**src/rtl/cpu_pkg.sv**
```systemverilog
// cpu_pkg: opcode encodings, ALU codes, T-state constants and the control-word layout.
// CU_MULDIV_EN selects whether mul/div get their own execute sequence or decode as nop.
package cpu_pkg;

   localparam logic [4:0] OP_LD   = 5'd0;
   localparam logic [4:0] OP_LDI  = 5'd1;
   localparam logic [4:0] OP_ST   = 5'd2;
   localparam logic [4:0] OP_ADD  = 5'd3;
   localparam logic [4:0] OP_SUB  = 5'd4;
   localparam logic [4:0] OP_SHR  = 5'd5;
   localparam logic [4:0] OP_SHL  = 5'd6;
   localparam logic [4:0] OP_ROR  = 5'd7;
   localparam logic [4:0] OP_ROL  = 5'd8;
   localparam logic [4:0] OP_AND  = 5'd9;
   localparam logic [4:0] OP_OR   = 5'd10;
   localparam logic [4:0] OP_ADDI = 5'd11;
   localparam logic [4:0] OP_ANDI = 5'd12;
   localparam logic [4:0] OP_ORI  = 5'd13;
   localparam logic [4:0] OP_MUL  = 5'd14;
   localparam logic [4:0] OP_DIV  = 5'd15;
   localparam logic [4:0] OP_BR   = 5'd18;
   localparam logic [4:0] OP_JR   = 5'd19;
   localparam logic [4:0] OP_JAL  = 5'd20;
   localparam logic [4:0] OP_IN   = 5'd21;
   localparam logic [4:0] OP_OUT  = 5'd22;
   localparam logic [4:0] OP_MFHI = 5'd23;
   localparam logic [4:0] OP_MFLO = 5'd24;
   localparam logic [4:0] OP_NOP  = 5'd25;
   localparam logic [4:0] OP_HALT = 5'd26;

   // ALU codes share the opcode numbering, so ALU ops pass the opcode straight through
   localparam logic [4:0] ALU_ADD = OP_ADD;

   localparam logic [2:0] T0 = 3'd0;
   localparam logic [2:0] T1 = 3'd1;
   localparam logic [2:0] T2 = 3'd2;
   localparam logic [2:0] T3 = 3'd3;
   localparam logic [2:0] T4 = 3'd4;
   localparam logic [2:0] T5 = 3'd5;
   localparam logic [2:0] T6 = 3'd6;
   localparam logic [2:0] T7 = 3'd7;

   typedef enum logic [1:0] {
      MODE_IDLE,
      MODE_RUN,
      MODE_HALT
   } mode_t;

   typedef struct packed {
      logic       pc_out;
      logic       mdr_out;
      logic       zhigh_out;
      logic       zlow_out;
      logic       hi_out;
      logic       lo_out;
      logic       inport_out;
      logic       c_out;
      logic       pc_in;
      logic       ir_in;
      logic       mar_in;
      logic       mdr_in;
      logic       y_in;
      logic       zhigh_in;
      logic       zlow_in;
      logic       hi_in;
      logic       lo_in;
      logic       outport_in;
      logic       con_in;
      logic       inc_pc;
      logic       gra;
      logic       grb;
      logic       grc;
      logic       r_in;
      logic       r_out;
      logic       ba_out;
      logic       read;
      logic       write;
      logic [4:0] alu_op;
   } ctl_t;

   // Final T-state of each instruction; nop, halt and undefined opcodes end with fetch.
   function automatic logic [2:0] last_step(input logic [4:0] op);
      case (op)
         OP_ADD, OP_SUB, OP_AND, OP_OR,
         OP_SHR, OP_SHL, OP_ROR, OP_ROL,
         OP_ADDI, OP_ANDI, OP_ORI, OP_LDI:       last_step = T5;
         OP_LD:                                  last_step = T7;
         OP_ST, OP_BR:                           last_step = T6;
         OP_JR, OP_IN, OP_OUT, OP_MFHI, OP_MFLO: last_step = T3;
         OP_JAL:                                 last_step = T4;
`ifdef CU_MULDIV_EN
         OP_MUL, OP_DIV:                         last_step = T6;
`else
         OP_MUL, OP_DIV:                         last_step = T2;
`endif
         default:                                last_step = T2;
      endcase
   endfunction

endpackage

```
**src/rtl/cu_step_counter.sv**
```systemverilog
// cu_step_counter: 3-bit T-state counter with synchronous zero (priority) and hold.
// Latency: count changes on the rising edge after zero/hold are sampled.
// Backpressure: none; hold freezes the count.
module cu_step_counter (
   input  logic       clock,
   input  logic       clear,
   input  logic       zero,
   input  logic       hold,
   output logic [2:0] count
);

   always_ff @(posedge clock or negedge clear) begin
      if (!clear)
         count <= 3'd0;
      else if (zero)
         count <= 3'd0;
      else if (!hold)
         count <= count + 3'd1;
   end

endmodule

```
**src/rtl/control_unit.sv**
```systemverilog
// control_unit: Moore control FSM; controls decoded from (mode, step) plus ir/con. CU_MULDIV_EN adds mul/div.
// Latency: one T-state per clock, first fetch T0 on the first edge after clear rises.
// Backpressure: stop is honoured only at an instruction's final T-state; halt holds until clear.
module control_unit
   import cpu_pkg::*;
(
   input  logic        clock,
   input  logic        clear,
   input  logic        stop,
   input  logic [31:0] ir,
   input  logic        con,
   output logic        PCout,
   output logic        MDRout,
   output logic        Zhighout,
   output logic        Zlowout,
   output logic        HIout,
   output logic        LOout,
   output logic        InPortout,
   output logic        Cout,
   output logic        PCin,
   output logic        IRin,
   output logic        MARin,
   output logic        MDRin,
   output logic        Yin,
   output logic        Zhighin,
   output logic        Zlowin,
   output logic        HIin,
   output logic        LOin,
   output logic        OutPortin,
   output logic        CONin,
   output logic        IncPC,
   output logic        Gra,
   output logic        Grb,
   output logic        Grc,
   output logic        Rin,
   output logic        Rout,
   output logic        BAout,
   output logic        Read,
   output logic        Write,
   output logic [4:0]  alu_op,
   output logic        run,
   output logic [2:0]  step
);

   mode_t      mode;
   ctl_t       ctl;
   logic [4:0] opcode;
   logic       at_end;
   logic       unused_ir;

   assign opcode    = ir[31:27];
   assign unused_ir = ^ir[26:0];
   // The decoder trusts ir from T2 onward, when the incoming instruction is on it.
   assign at_end    = (mode == MODE_RUN) && (step == last_step(opcode));

   cu_step_counter u_step (
      .clock (clock),
      .clear (clear),
      .zero  (at_end || (mode == MODE_IDLE)),
      .hold  (mode == MODE_HALT),
      .count (step)
   );

   // IDLE spends the first post-reset edge so all controls stay low while clear is asserted.
   always_ff @(posedge clock or negedge clear) begin
      if (!clear) begin
         mode <= MODE_IDLE;
      end else begin
         case (mode)
            MODE_IDLE: mode <= MODE_RUN;
            MODE_RUN:  if (at_end && (stop || (opcode == OP_HALT))) mode <= MODE_HALT;
            default:   mode <= MODE_HALT;
         endcase
      end
   end

   always_comb begin
      ctl = '0;
      if (mode == MODE_RUN) begin
         case (step)
            T0: begin ctl.pc_out = 1'b1; ctl.mar_in = 1'b1; ctl.inc_pc = 1'b1; ctl.zlow_in = 1'b1; end
            T1: begin ctl.zlow_out = 1'b1; ctl.pc_in = 1'b1; ctl.read = 1'b1; ctl.mdr_in = 1'b1; end
            T2: begin ctl.mdr_out = 1'b1; ctl.ir_in = 1'b1; end
            default: begin
               case (opcode)
                  OP_ADD, OP_SUB, OP_AND, OP_OR, OP_SHR, OP_SHL, OP_ROR, OP_ROL,
                  OP_ADDI, OP_ANDI, OP_ORI: begin
                     case (step)
                        T3: begin ctl.grb = 1'b1; ctl.r_out = 1'b1; ctl.y_in = 1'b1; end
                        T4: begin
                           if (opcode == OP_ADDI || opcode == OP_ANDI || opcode == OP_ORI)
                              ctl.c_out = 1'b1;
                           else begin
                              ctl.grc   = 1'b1;
                              ctl.r_out = 1'b1;
                           end
                           ctl.alu_op  = opcode;
                           ctl.zlow_in = 1'b1;
                        end
                        T5: begin ctl.zlow_out = 1'b1; ctl.gra = 1'b1; ctl.r_in = 1'b1; end
                        default: ;
                     endcase
                  end
                  OP_LD, OP_LDI, OP_ST: begin
                     case (step)
                        T3: begin ctl.grb = 1'b1; ctl.ba_out = 1'b1; ctl.y_in = 1'b1; end
                        T4: begin ctl.c_out = 1'b1; ctl.alu_op = ALU_ADD; ctl.zlow_in = 1'b1; end
                        T5: begin
                           ctl.zlow_out = 1'b1;
                           if (opcode == OP_LDI) begin
                              ctl.gra  = 1'b1;
                              ctl.r_in = 1'b1;
                           end else
                              ctl.mar_in = 1'b1;
                        end
                        T6: begin
                           if (opcode == OP_LD) begin
                              ctl.read   = 1'b1;
                              ctl.mdr_in = 1'b1;
                           end else if (opcode == OP_ST) begin
                              ctl.gra   = 1'b1;
                              ctl.r_out = 1'b1;
                              ctl.write = 1'b1;
                           end
                        end
                        T7: if (opcode == OP_LD) begin
                           ctl.mdr_out = 1'b1;
                           ctl.gra     = 1'b1;
                           ctl.r_in    = 1'b1;
                        end
                        default: ;
                     endcase
                  end
                  OP_BR: begin
                     case (step)
                        T3: begin ctl.gra = 1'b1; ctl.r_out = 1'b1; ctl.con_in = 1'b1; end
                        T4: begin ctl.pc_out = 1'b1; ctl.y_in = 1'b1; end
                        T5: begin ctl.c_out = 1'b1; ctl.alu_op = ALU_ADD; ctl.zlow_in = 1'b1; end
                        T6: begin ctl.zlow_out = con; ctl.pc_in = con; end
                        default: ;
                     endcase
                  end
                  OP_JR: if (step == T3) begin ctl.gra = 1'b1; ctl.r_out = 1'b1; ctl.pc_in = 1'b1; end
                  OP_JAL: begin
                     // Link address goes to r15 through the Grb path.
                     if (step == T3) begin ctl.pc_out = 1'b1; ctl.grb = 1'b1; ctl.r_in = 1'b1; end
                     if (step == T4) begin ctl.gra = 1'b1; ctl.r_out = 1'b1; ctl.pc_in = 1'b1; end
                  end
                  OP_IN:   if (step == T3) begin ctl.inport_out = 1'b1; ctl.gra = 1'b1; ctl.r_in = 1'b1; end
                  OP_OUT:  if (step == T3) begin ctl.gra = 1'b1; ctl.r_out = 1'b1; ctl.outport_in = 1'b1; end
                  OP_MFHI: if (step == T3) begin ctl.hi_out = 1'b1; ctl.gra = 1'b1; ctl.r_in = 1'b1; end
                  OP_MFLO: if (step == T3) begin ctl.lo_out = 1'b1; ctl.gra = 1'b1; ctl.r_in = 1'b1; end
`ifdef CU_MULDIV_EN
                  OP_MUL, OP_DIV: begin
                     case (step)
                        T3: begin ctl.gra = 1'b1; ctl.r_out = 1'b1; ctl.y_in = 1'b1; end
                        T4: begin
                           ctl.grb      = 1'b1;
                           ctl.r_out    = 1'b1;
                           ctl.alu_op   = opcode;
                           ctl.zlow_in  = 1'b1;
                           ctl.zhigh_in = 1'b1;
                        end
                        T5: begin ctl.zlow_out = 1'b1; ctl.lo_in = 1'b1; end
                        T6: begin ctl.zhigh_out = 1'b1; ctl.hi_in = 1'b1; end
                        default: ;
                     endcase
                  end
`endif
                  default: ;
               endcase
            end
         endcase
      end
   end

   assign run       = (mode != MODE_HALT);
   assign PCout     = ctl.pc_out;
   assign MDRout    = ctl.mdr_out;
   assign Zhighout  = ctl.zhigh_out;
   assign Zlowout   = ctl.zlow_out;
   assign HIout     = ctl.hi_out;
   assign LOout     = ctl.lo_out;
   assign InPortout = ctl.inport_out;
   assign Cout      = ctl.c_out;
   assign PCin      = ctl.pc_in;
   assign IRin      = ctl.ir_in;
   assign MARin     = ctl.mar_in;
   assign MDRin     = ctl.mdr_in;
   assign Yin       = ctl.y_in;
   assign Zhighin   = ctl.zhigh_in;
   assign Zlowin    = ctl.zlow_in;
   assign HIin      = ctl.hi_in;
   assign LOin      = ctl.lo_in;
   assign OutPortin = ctl.outport_in;
   assign CONin     = ctl.con_in;
   assign IncPC     = ctl.inc_pc;
   assign Gra       = ctl.gra;
   assign Grb       = ctl.grb;
   assign Grc       = ctl.grc;
   assign Rin       = ctl.r_in;
   assign Rout      = ctl.r_out;
   assign BAout     = ctl.ba_out;
   assign Read      = ctl.read;
   assign Write     = ctl.write;
   assign alu_op    = ctl.alu_op;

endmodule

```
**config.mk**
```make
export PLATFORM = sky130hd
export DESIGN_NAME = control_unit
export DESIGN_NICKNAME = d
export VERILOG_FILES = /design/src/rtl/cpu_pkg.sv /design/src/rtl/cu_step_counter.sv /design/src/rtl/control_unit.sv
export SDC_FILE = /design/constraint.sdc
export NUM_CORES = 1
export LEC_CHECK = 0
export CORE_MARGIN = 10
export CORE_UTILIZATION = 25
export CTS_BUF_LIST = sky130_fd_sc_hd__clkbuf_8
export DETAILED_ROUTE_END_ITERATION = 6
export SYNTH_ARGS = -nofsm -noshare
export SYNTH_HDL_FRONTEND = slang
export SYNTH_SLANG_ARGS = --single-unit
```
**constraint.sdc**
```tcl
create_clock -name clock -period 4.33 [get_ports clock]
set_clock_uncertainty 0.2 [all_clocks]
set_input_delay 1.299 -clock clock [delete_from_list [all_inputs] [get_ports clock]]
set_output_delay 1.299 -clock clock [all_outputs]
set_load 0.05 [all_outputs]
```
# [Word level (Yosys, flattened, before mapping)]
# Memories as Yosys holds them, arrays and structs flattened.
# Index checks and enable logic that the tools add are counted.
[totals] rom_bits=96 out_inout_bits=37 reg_bits=5 input_bits=36 memories=1 elab_cells=125
[mem_list] memory="(name not given)" words=32 word_bits=3 read_ports=1 rd_ports_with_merged_regs=0 wr=0 line="cpu_pkg.sv:83" source="case (op)"
[op_classes] reduce_logical=20 add_sub_neg=1 n_eq_ne=34 n_mux=67
[ops] op="== test 5 bit, second input constant" count=8
[ops] op="== test 5 x 4 -> 1 bit, second input constant" count=6
[ops] op="2-to-1 mux 1 bit" count=29
[ops] op="case mux 1 bit (2 select lines)" count=14
[ops] op="== test 5 x 3 -> 1 bit, second input constant" count=4
[ops] op="2-to-1 mux 16 bit" count=1
[ops] op="case mux 5 bit (3 select lines)" count=1
[ops] op="OR reduction 15 bit" count=1
[ops] op="2-to-1 mux 2 bit" count=7
[ops] op="OR reduction 14 bit" count=1
[ops] op="== test 3 bit, second input constant" count=4
[ops] op="2-to-1 mux 6 bit" count=2
[ops] op="case mux 1 bit (3 select lines)" count=4
[ops] op="OR reduction 11 bit" count=1
[ops] op="== test 5 x 2 -> 1 bit, second input constant" count=2
[ops] op="2-to-1 mux 10 bit" count=1
[ops] op="2-to-1 mux 3 bit" count=3
[ops] op="OR reduction 3 bit" count=3
[ops] op="case mux 1 bit (4 select lines)" count=2
[ops] op="== test 3 x 2 -> 1 bit, second input constant" count=2
[ops] op="OR reduction 2 bit" count=3
[ops] op="OR reduction 6 bit" count=1
[ops] op="== test 5 x 1 -> 1 bit, second input constant" count=1
[ops] op="zero test 5 bit" count=1
[ops] op="15 further kinds" count=20

# [Logic depth before layout (Yosys ltp)]
# Gate-level depths: netlist (run 1).
[logic_depth] ltp_word=8 depth_mapped=8 mapped_depth_nobuf=7

# [Cells and area by module]
# A second synthesis (run 1) with hierarchy kept.
[hier_totals] hier_cells=180 area_unflattened_um2=1161.1
[by_module_without_submodules] mod="control_unit" seq_area_each_um2=50.0 area_each_um2=1016.0 cells_per_inst=168 instances=1
[by_module_without_submodules] mod="cu_step_counter" seq_area_each_um2=75.1 area_each_um2=145.1 cells_per_inst=12 instances=1

# [Least setup slack after synthesis (run 1)]
# No wires, ideal clock.
[synth_path] kind="input to output" from="input port ir[28]" to="output port HIout" arrival_ns=3.487 path_slack_ns=-0.656 required_ns=2.831 path_stages=4 path_buffers=2 path_cell_list="clkbuf_1 > clkbuf_1 > nand2_1 > nor4_1"
[synth_between] elab_chain_cells=4
[synth_rtl] element="start: declaration" line="control_unit.sv:10" source="input logic [31:0] ir,"
[synth_rtl] element="== test 5 bit" line="control_unit.sv:85" source="case (opcode)"
[synth_rtl] element="2-to-1 mux 1 bit" line="control_unit.sv:85"
[synth_rtl] element="2-to-1 mux 4 bit" line="control_unit.sv:80" source="case (step)"
[synth_rtl] element="2-to-1 mux 10 bit" line="control_unit.sv:79" source="if (mode == MODE_RUN) begin"
[synth_rtl] element="end: declaration" line="control_unit.sv:16" source="output logic HIout,"
# Every way passes these cells.

# [Final worst setup path (run 1)]
[layout_path] from="input port ir[27]" to="output port Gra"
[layout_between] elab_chain_cells=7 elab_cells_between_ends=32 cone_classes="20 x eq/ne; 8 x mux; 4 x reduce/logical"
[layout_rtl] element="== test 5 x 2 -> 1 bit" line="control_unit.sv:85, control_unit.sv:120"
[layout_rtl] element="2-to-1 mux 1 bit" line="control_unit.sv:120" source="end else if (opcode == OP_ST) begin"
[layout_rtl] element="2-to-1 mux 1 bit" line="control_unit.sv:117" source="if (opcode == OP_LD) begin"
[layout_rtl] element="case mux 1 bit (3 select lines)" line="control_unit.sv:105" source="case (step)"
[layout_rtl] element="case mux 1 bit (4 select lines) (*)" line="control_unit.sv:85"
[layout_rtl] element="2-to-1 mux 6 bit (*)" line="control_unit.sv:80"
[layout_rtl] element="2-to-1 mux 16 bit (*)" line="control_unit.sv:79"
[layout_rtl] element="end: declaration" line="control_unit.sv:32" source="output logic Gra,"
# Mark *: on every way between the ends. The rest lies on a longest branch, timed or not.

==> results.tsv, run 1 <==
stage	metric	value	unit
power	ir_drop	414	uV
synthesis	yosysTopAreaCell	dfrtp_1	
die	fp.dieArea	7630	um2
critical_path	cp-end-kind	output pin	
clocking	cts_num_sinks	5	
timing	maxSlewHeadroom	63.5	%
synthesis	synth_edf_count	0	
die	io_pins	73	
placement	place.gp.congestion	0.863	
grt	grt_start_max_net_pins	24	
synthesis	synth_xor_area_share	1.55	%
routing	dr.first_iter.drc_count	105	
synthesis	synth_top_family_by_area	simple AND/OR/NAND/NOR gates	
power	powerDensity	353	nW/um2
synthesis	avgSynthCellArea	6.37	um2
critical_path	worstPathMaxFanout	2	
synthesis	synthAdderAreaFrac	6.62	%
synthesis	synth_common_cells	a21oi_1, nor2_1, nand2_1, clkbuf_1, o21ai_0	
critical_path	cp_cell_sequence	buf_6 -> or3b_4 -> or4_4 -> a31o_1 -> a31oi_4 -> buf_12	
timing	period_minus_slack	4300	ps
clocking	clock_latency	220	ps
synthesis	synth_top_area_share	11.0	%
routing	viasPerCell	5.18	
placement	hpwl	3360	um
synthesis	async_reset_ff_share	100	%
synthesis	synth_warnings	0	
synthesis	synthFlopType	dfrtp_1	
synthesis	syn_area	1130	um2
power	leakage	0.879	nW
synthesis	synth_area_leaders	dfrtp_1, a21oi_1, ha_1, nor2_1, nand2_1	
timing	drv_slew	0	
critical_path	worst-setup-path-type	primary input to output pin	
timing	setup_viol	0	
clocking	path_clk_slew	30	ps
clocking	cts_max_level	1	
grt	grt_overflow_total	0	
critical_path	start_kind	primary input	
timing	finalCritPeriodShare	99.2	%
clocking	cts_tree	yes	
die	row_count	24	
die	dieHeight	87.3	um
synthesis	synth-compound-area-share	31.8	%
critical_path	slowest_delay	430	ps
die	coreArea	4380	um2
die	die_w	87.3	um
cells_and_area	final_layout_size_suffix_gt1_share	39.2	%
die	start_util	25.9	%
timing	fmax	233	MHz
placement	io_buffers	40	
synthesis	synth.mux.area_fraction	1.77	%
outcome	status	finished, final reports clean	
routing	firstDrtPassIters	4	
grt	antenna_found_initial	0	
power	power	799	uW
critical_path	crit_arrival	2800	ps
timing	tightest_slew	546	ps
routing	drc_errors	0	
synthesis	synth-simple-area-share	35.8	%
critical_path	slowest_stage	or4_4	
critical_path	critPathRequiredTime	2830	ps
timing	fin_hold_ws	290	ps
grt	grt_pass1_wl	7210	um
routing	vias	1538	
hold_path	min_path_type	flop to flop	
cells_and_area	area_growth	99.4	%
grt	first_global_vias	1528	
routing	wire_per_inst	14.5	um
clocking	numCtsBuffers	3	
cells_and_area	diodes	0	
synthesis	synth_cell_types	45	
cells_and_area	final_cells	297	
synthesis	ys_ff_latch	5	
synthesis	synth_cells	178	
cells_and_area	utilization	51.6	%
synthesis	ys_seq_area_share	11.0	%
grt	track_usage	11.2	%
synthesis	synth.most_common_cell	a21oi_1	
clocking	clk_path_buf_depth	2	
routing	ant_nets	0	
run	drv_cap	0	
cells_and_area	nets	288	
placement	post-place-cells	288	
routing	wl	4320	um
clocking	cts_root_buf	clkbuf_8	
timing	finalHoldViolCount	0	
## worst paths after layout
check                                            start                          end  slack [ps]  cells after the start
max                                             ir[27]                          Gra          30                      6
min                                mode[1]$_DFFE_PN0P_          mode[0]$_DFFE_PN0P_         290                      1
max reg2reg                u_step.count[0]$_DFFE_PN0P_  u_step.count[1]$_DFFE_PN0P_        2400                      3
min reg2reg                        mode[1]$_DFFE_PN0P_          mode[0]$_DFFE_PN0P_         290                      1
max in group asynchronous                        clear  u_step.count[1]$_DFFE_PN0P_        2620                      1
min in group asynchronous                        clear          mode[0]$_DFFE_PN0P_        1110                      1
## stage by stage
| stage | area [um2] | setup slack (ps) | setup TNS (ps) |
|---|---|---|---|
| finish | 2260 | 33.3 | 0 |
| global route | 2260 | -9.05 | -9.05 |
| CTS | 2200 | 5.42 | 0 |
| detailed placement | 2150 | -426 | -4240 |
| global placement | 2150 | -419 | -4060 |
| floorplan | 1260 | -177 | -904 |
## state kept, by name, summed over array words and instances, names as in the netlist
register	count
u_step.count	3
mode	2
## logic make-up after synthesis
family          count (synthesis)
other cells                     1
flops                           5
simple gates                   79
compound gates                 57
fa+ha+maj                       6
buf+inv                        26
mux                             2
xor+xnor                        2
## repair_timing
item | in CTS | in global routing
pin swaps | 4 | 1
setup buffers | 1 | 2
resized for setup | 16 | 7
hold buffers | 0 | 0
setup endpoints to repair | 18 | 8
gates cloned | 1 | 1
## routing by layer
metal  up-vias  global-route usage (%)  wire (um)
met3         2                    2.72        348
met1       720                    14.4       1860
met2        44                    18.5       2100
li1        772                       -          -
met5         -                       0          0
met4         0                    2.17         14
## where the power goes
part / leakage, nW / internal [mW] / switching [mW]
Sequential: 0.0621 / 0.0671 / 0.0465
Combinational: 0.790 / 0.232 / 0.373
Clock: 0.0269 / 0.0605 / 0.0203
Total: 0.879 / 0.359 / 0.440
## cell type report
class                           instances  area, um2
Clock buffer                            3       41.3
Clock inverter                          1       3.75
Fill cell                             427       2120
Inverter                                6       22.5
Multi-Input combinational cell        151       1030
Sequential cell                         5        125
Tap cell                               52       65.1
Timing Repair Buffer                   79        971
## worst max-delay path, delay by kind of cell
kind                   cells  cell delay (ps)
AOI/OAI and AO/OA          2              420
buffers and inverters      2              250
and+or+nand+nor            2              830
## placed cells by master (no fill, tap or decap), drive strengths merged, types with 4 or more instances in the layout
cell and n:
nand3 8, clkdlybuf4s50 9, nor2b 5, nor2 18, nand2b 6, a21oi 23, ha 6, dfrtp 5
inv 7, nor3 8, conb 5, nor4 6, clkbuf 5, nand2 15, a31oi 4, buf 67
o21ai 9
Power figures use the tool's default switching activity.
==> inputs of run 2 (changes only) <==
Settings changed: CAP_MARGIN set to 0, CELL_PAD_IN_SITES_DETAIL_PLACEMENT set to 1, CELL_PAD_IN_SITES_GLOBAL_PLACEMENT set to 1, CORE_UTILIZATION 25 to 24, PLACE_DENSITY_LB_ADDON set to 0.1.
==> run 2 against run 1 <==
Setup slack lost 2.9 ps; count of clock-buffer cells in the layout is the same; power up 3.3%.
==> results.tsv, run 2 (synthesized netlist as in run 1, its figures left out) <==
stage	metric	value	unit	change
cells_and_area	regMostFlops	u_step.count		
clocking	clock_latency	230	ps	about the same
die	dieHeight	88.7	um	+1.6%
power	powerDensity	360	nW/um2	+1.9%
timing	fin_hold_ws	311	ps	+21.5 ps
hold_path	hold_depth	1		unchanged
die	io_pins	73		unchanged
timing	drv_slew	0		unchanged
clocking	cts_num_sinks	5		unchanged
die	fp.dieArea	7870	um2	+3.2%
clocking	clk_path_buf_depth	2		unchanged
critical_path	worstPathMaxFanout	6		+4
timing	finalCritPeriodShare	99.3	%	about the same
critical_path	timing.reg2reg.worst_path_depth	3		unchanged
timing	tightest_slew	722	ps	+177 ps
grt	grt_pass1_wl	8580	um	+19%
routing	wl	5400	um	+25%
critical_path	slowest_delay	520	ps	+90 ps
cells_and_area	nets	287		-0.35%
cells_and_area	layout_common_cells	buf_4, buf_12, nand2_1, nor2_1, a21oi_1		
critical_path	start_kind	primary input		
cells_and_area	final_common_cell	buf_4		
cells_and_area	final_layout_size_suffix_gt1_share	43.9	%	+4.7 points
timing	setup_viol	0		unchanged
grt	grt_overflow_total	0		unchanged
cells_and_area	reg_top3	u_step.count x3, mode x2		
hold_path	min_path_type	flop to flop		
run	drv_cap	0		unchanged
timing	period_minus_slack	4300	ps	+2.93 ps
routing	ant_nets	0		unchanged
power	switching_power	467	uW	+6.0%
cells_and_area	final_cells	296		-0.34%
power	seq_power_share	14.1	%	about the same
timing	fmax	233	MHz	about the same
clocking	cts_max_level	1		unchanged
routing	dr.first_iter.drc_count	84		-20%
die	die_w	88.7	um	+1.6%
placement	io_buffers	40		unchanged
clocking	numCtsBuffers	3		unchanged
grt	grt_start_max_net_pins	24		unchanged
clocking	path_clk_slew	40	ps	about the same
clocking	cts_root_buf	clkbuf_8		
clocking	cts_tree	yes		
grt	first_global_vias	1684		+10%
critical_path	cp_cell_sequence	dlygate4sd2_1 -> buf_6 -> or4_4 -> a31o_4 -> a31oi_4 -> buf_12		
placement	place.gp.congestion	0.904		+4.7%
grt	antenna_found_initial	0		unchanged
routing	wire_per_inst	18.2	um	+25%
critical_path	critPathRequiredTime	2830	ps	about the same
critical_path	cp-end-kind	output pin		
grt	track_usage	13.4	%	+2.2 points
power	p_sw_share	56.5	%	+1.4 points
power	ir_drop	321	uV	-23%
die	start_util	25.3	%	-0.52 points
power	combPwrFrac	74.9	%	-0.8 points
die	coreArea	4470	um2	+2.1%
cells_and_area	area_growth	102	%	
die	row_count	24		unchanged
placement	hpwl	4160	um	+24%
critical_path	worst-setup-path-type	primary input to output pin		
cells_and_area	diodes	0		unchanged
routing	firstDrtPassIters	4		unchanged
placement	post-place-cells	287		-0.35%
critical_path	r2r_setup_slack	2370	ps	-30 ps
routing	viasPerCell	5.29		+2.2%
power	internal-power	359	uW	about the same
power	clockPowerShare	11.0	%	+0.9 points
routing	drc_errors	0		unchanged
power	leakage	0.863	nW	-1.8%
timing	finalHoldViolCount	0		unchanged
routing	vias	1567		+1.9%
clocking	hold_buffers	0		unchanged
outcome	status	finished, final reports clean		
critical_path	crit_arrival	2800	ps	about the same
cells_and_area	largest_register_ff_count	3		unchanged
timing	maxSlewHeadroom	51.7	%	-12 points
cells_and_area	n_fill_cell	544		+27%
critical_path	slowest_stage	or4_4		
## run 2: changes by cell type in the layout (fill, tap and decap cells not counted), sizes merged
cell           previous run  this run
dlygate4sd2               0         1
clkdlybuf4s15             1         0
clkinv                    0         1
clkbuf                    5         4
inv                       7         6
## run 2: worst max-delay path, delay by kind of cell
family	cells	cell delay (ps)
and+or+nand+nor	1	520
buffers and inverters	3	580
AOI/OAI and AO/OA	2	400
## run 2: final cells by class
type	instances	area [um2]	area share, %
Clock buffer	3	41.3	1.80
Clock inverter	1	5.00	0.218
Inverter	6	22.5	0.983
Multi-Input combinational cell	151	1100	47.9
Sequential cell	5	125	5.46
Tap cell	52	65.1	2.84
Timing Repair Buffer	78	936	40.8
## run 2: per-layer routing
metal | share of wire, % | vias to the layer above | track usage [%]
li1 | - | 769 | -
met4 | 1.1 | 0 | 4.26
met1 | 41 | 754 | 15.0
met3 | 4.1 | 8 | 2.30
met2 | 53 | 36 | 24.8
met5 | 0 | - | 0
## run 2: worst paths after layout
check,start,end
max in group asynchronous,clear,u_step.count[0]$_DFFE_PN0P_
worst min-delay path,mode[1]$_DFFE_PN0P_,mode[0]$_DFFE_PN0P_
min in group asynchronous,clear,u_step.count[2]$_DFFE_PN0P_
worst max-delay path,ir[30],Gra
worst max register to register,u_step.count[0]$_DFFE_PN0P_,u_step.count[1]$_DFFE_PN0P_
worst min register to register,mode[1]$_DFFE_PN0P_,mode[0]$_DFFE_PN0P_
## run 2: through the flow
| step | setup slack (ps) | area [um2] | setup TNS, ps | total power, mW | utilization [%] |
|---|---|---|---|---|---|
| 3_3_place_gp | -415 | 2130 | -4180 | 0.701 | 47.7 |
| 5_1_grt | -41.5 | 2290 | -54.7 | 0.890 | 51.2 |
| 6_report | 30.4 | 2290 | 0 | 0.826 | 51.2 |
| 3_5_place_dp | -451 | 2130 | -5150 | 0.721 | 47.7 |
| 2_1_floorplan | -177 | 1260 | -904 | 0.510 | - |
| 4_1_cts | -22.2 | 2210 | -22.2 | 0.822 | 49.4 |
## run 2: power by group through the flow
| stage | registers [mW] | logic [mW] | clock network, mW |
|---|---|---|---|
| 2_1_floorplan | 0.133 | 0.377 | 0 |
| 3_3_place_gp | 0.113 | 0.589 | 0 |
| 3_5_place_dp | 0.117 | 0.604 | 0 |
| 4_1_cts | 0.117 | 0.612 | 0.0928 |
| 5_1_grt | 0.123 | 0.671 | 0.0961 |
| 6_report | 0.117 | 0.619 | 0.0906 |
## run 2: what timing repair did
action / 4_1_cts / 5_1_grt
resized for setup: 18 / 18
setup endpoints to repair: 22 / 11
cloned: 1 / 0
setup buffers: 3 / 1
pin swaps: 4 / 6
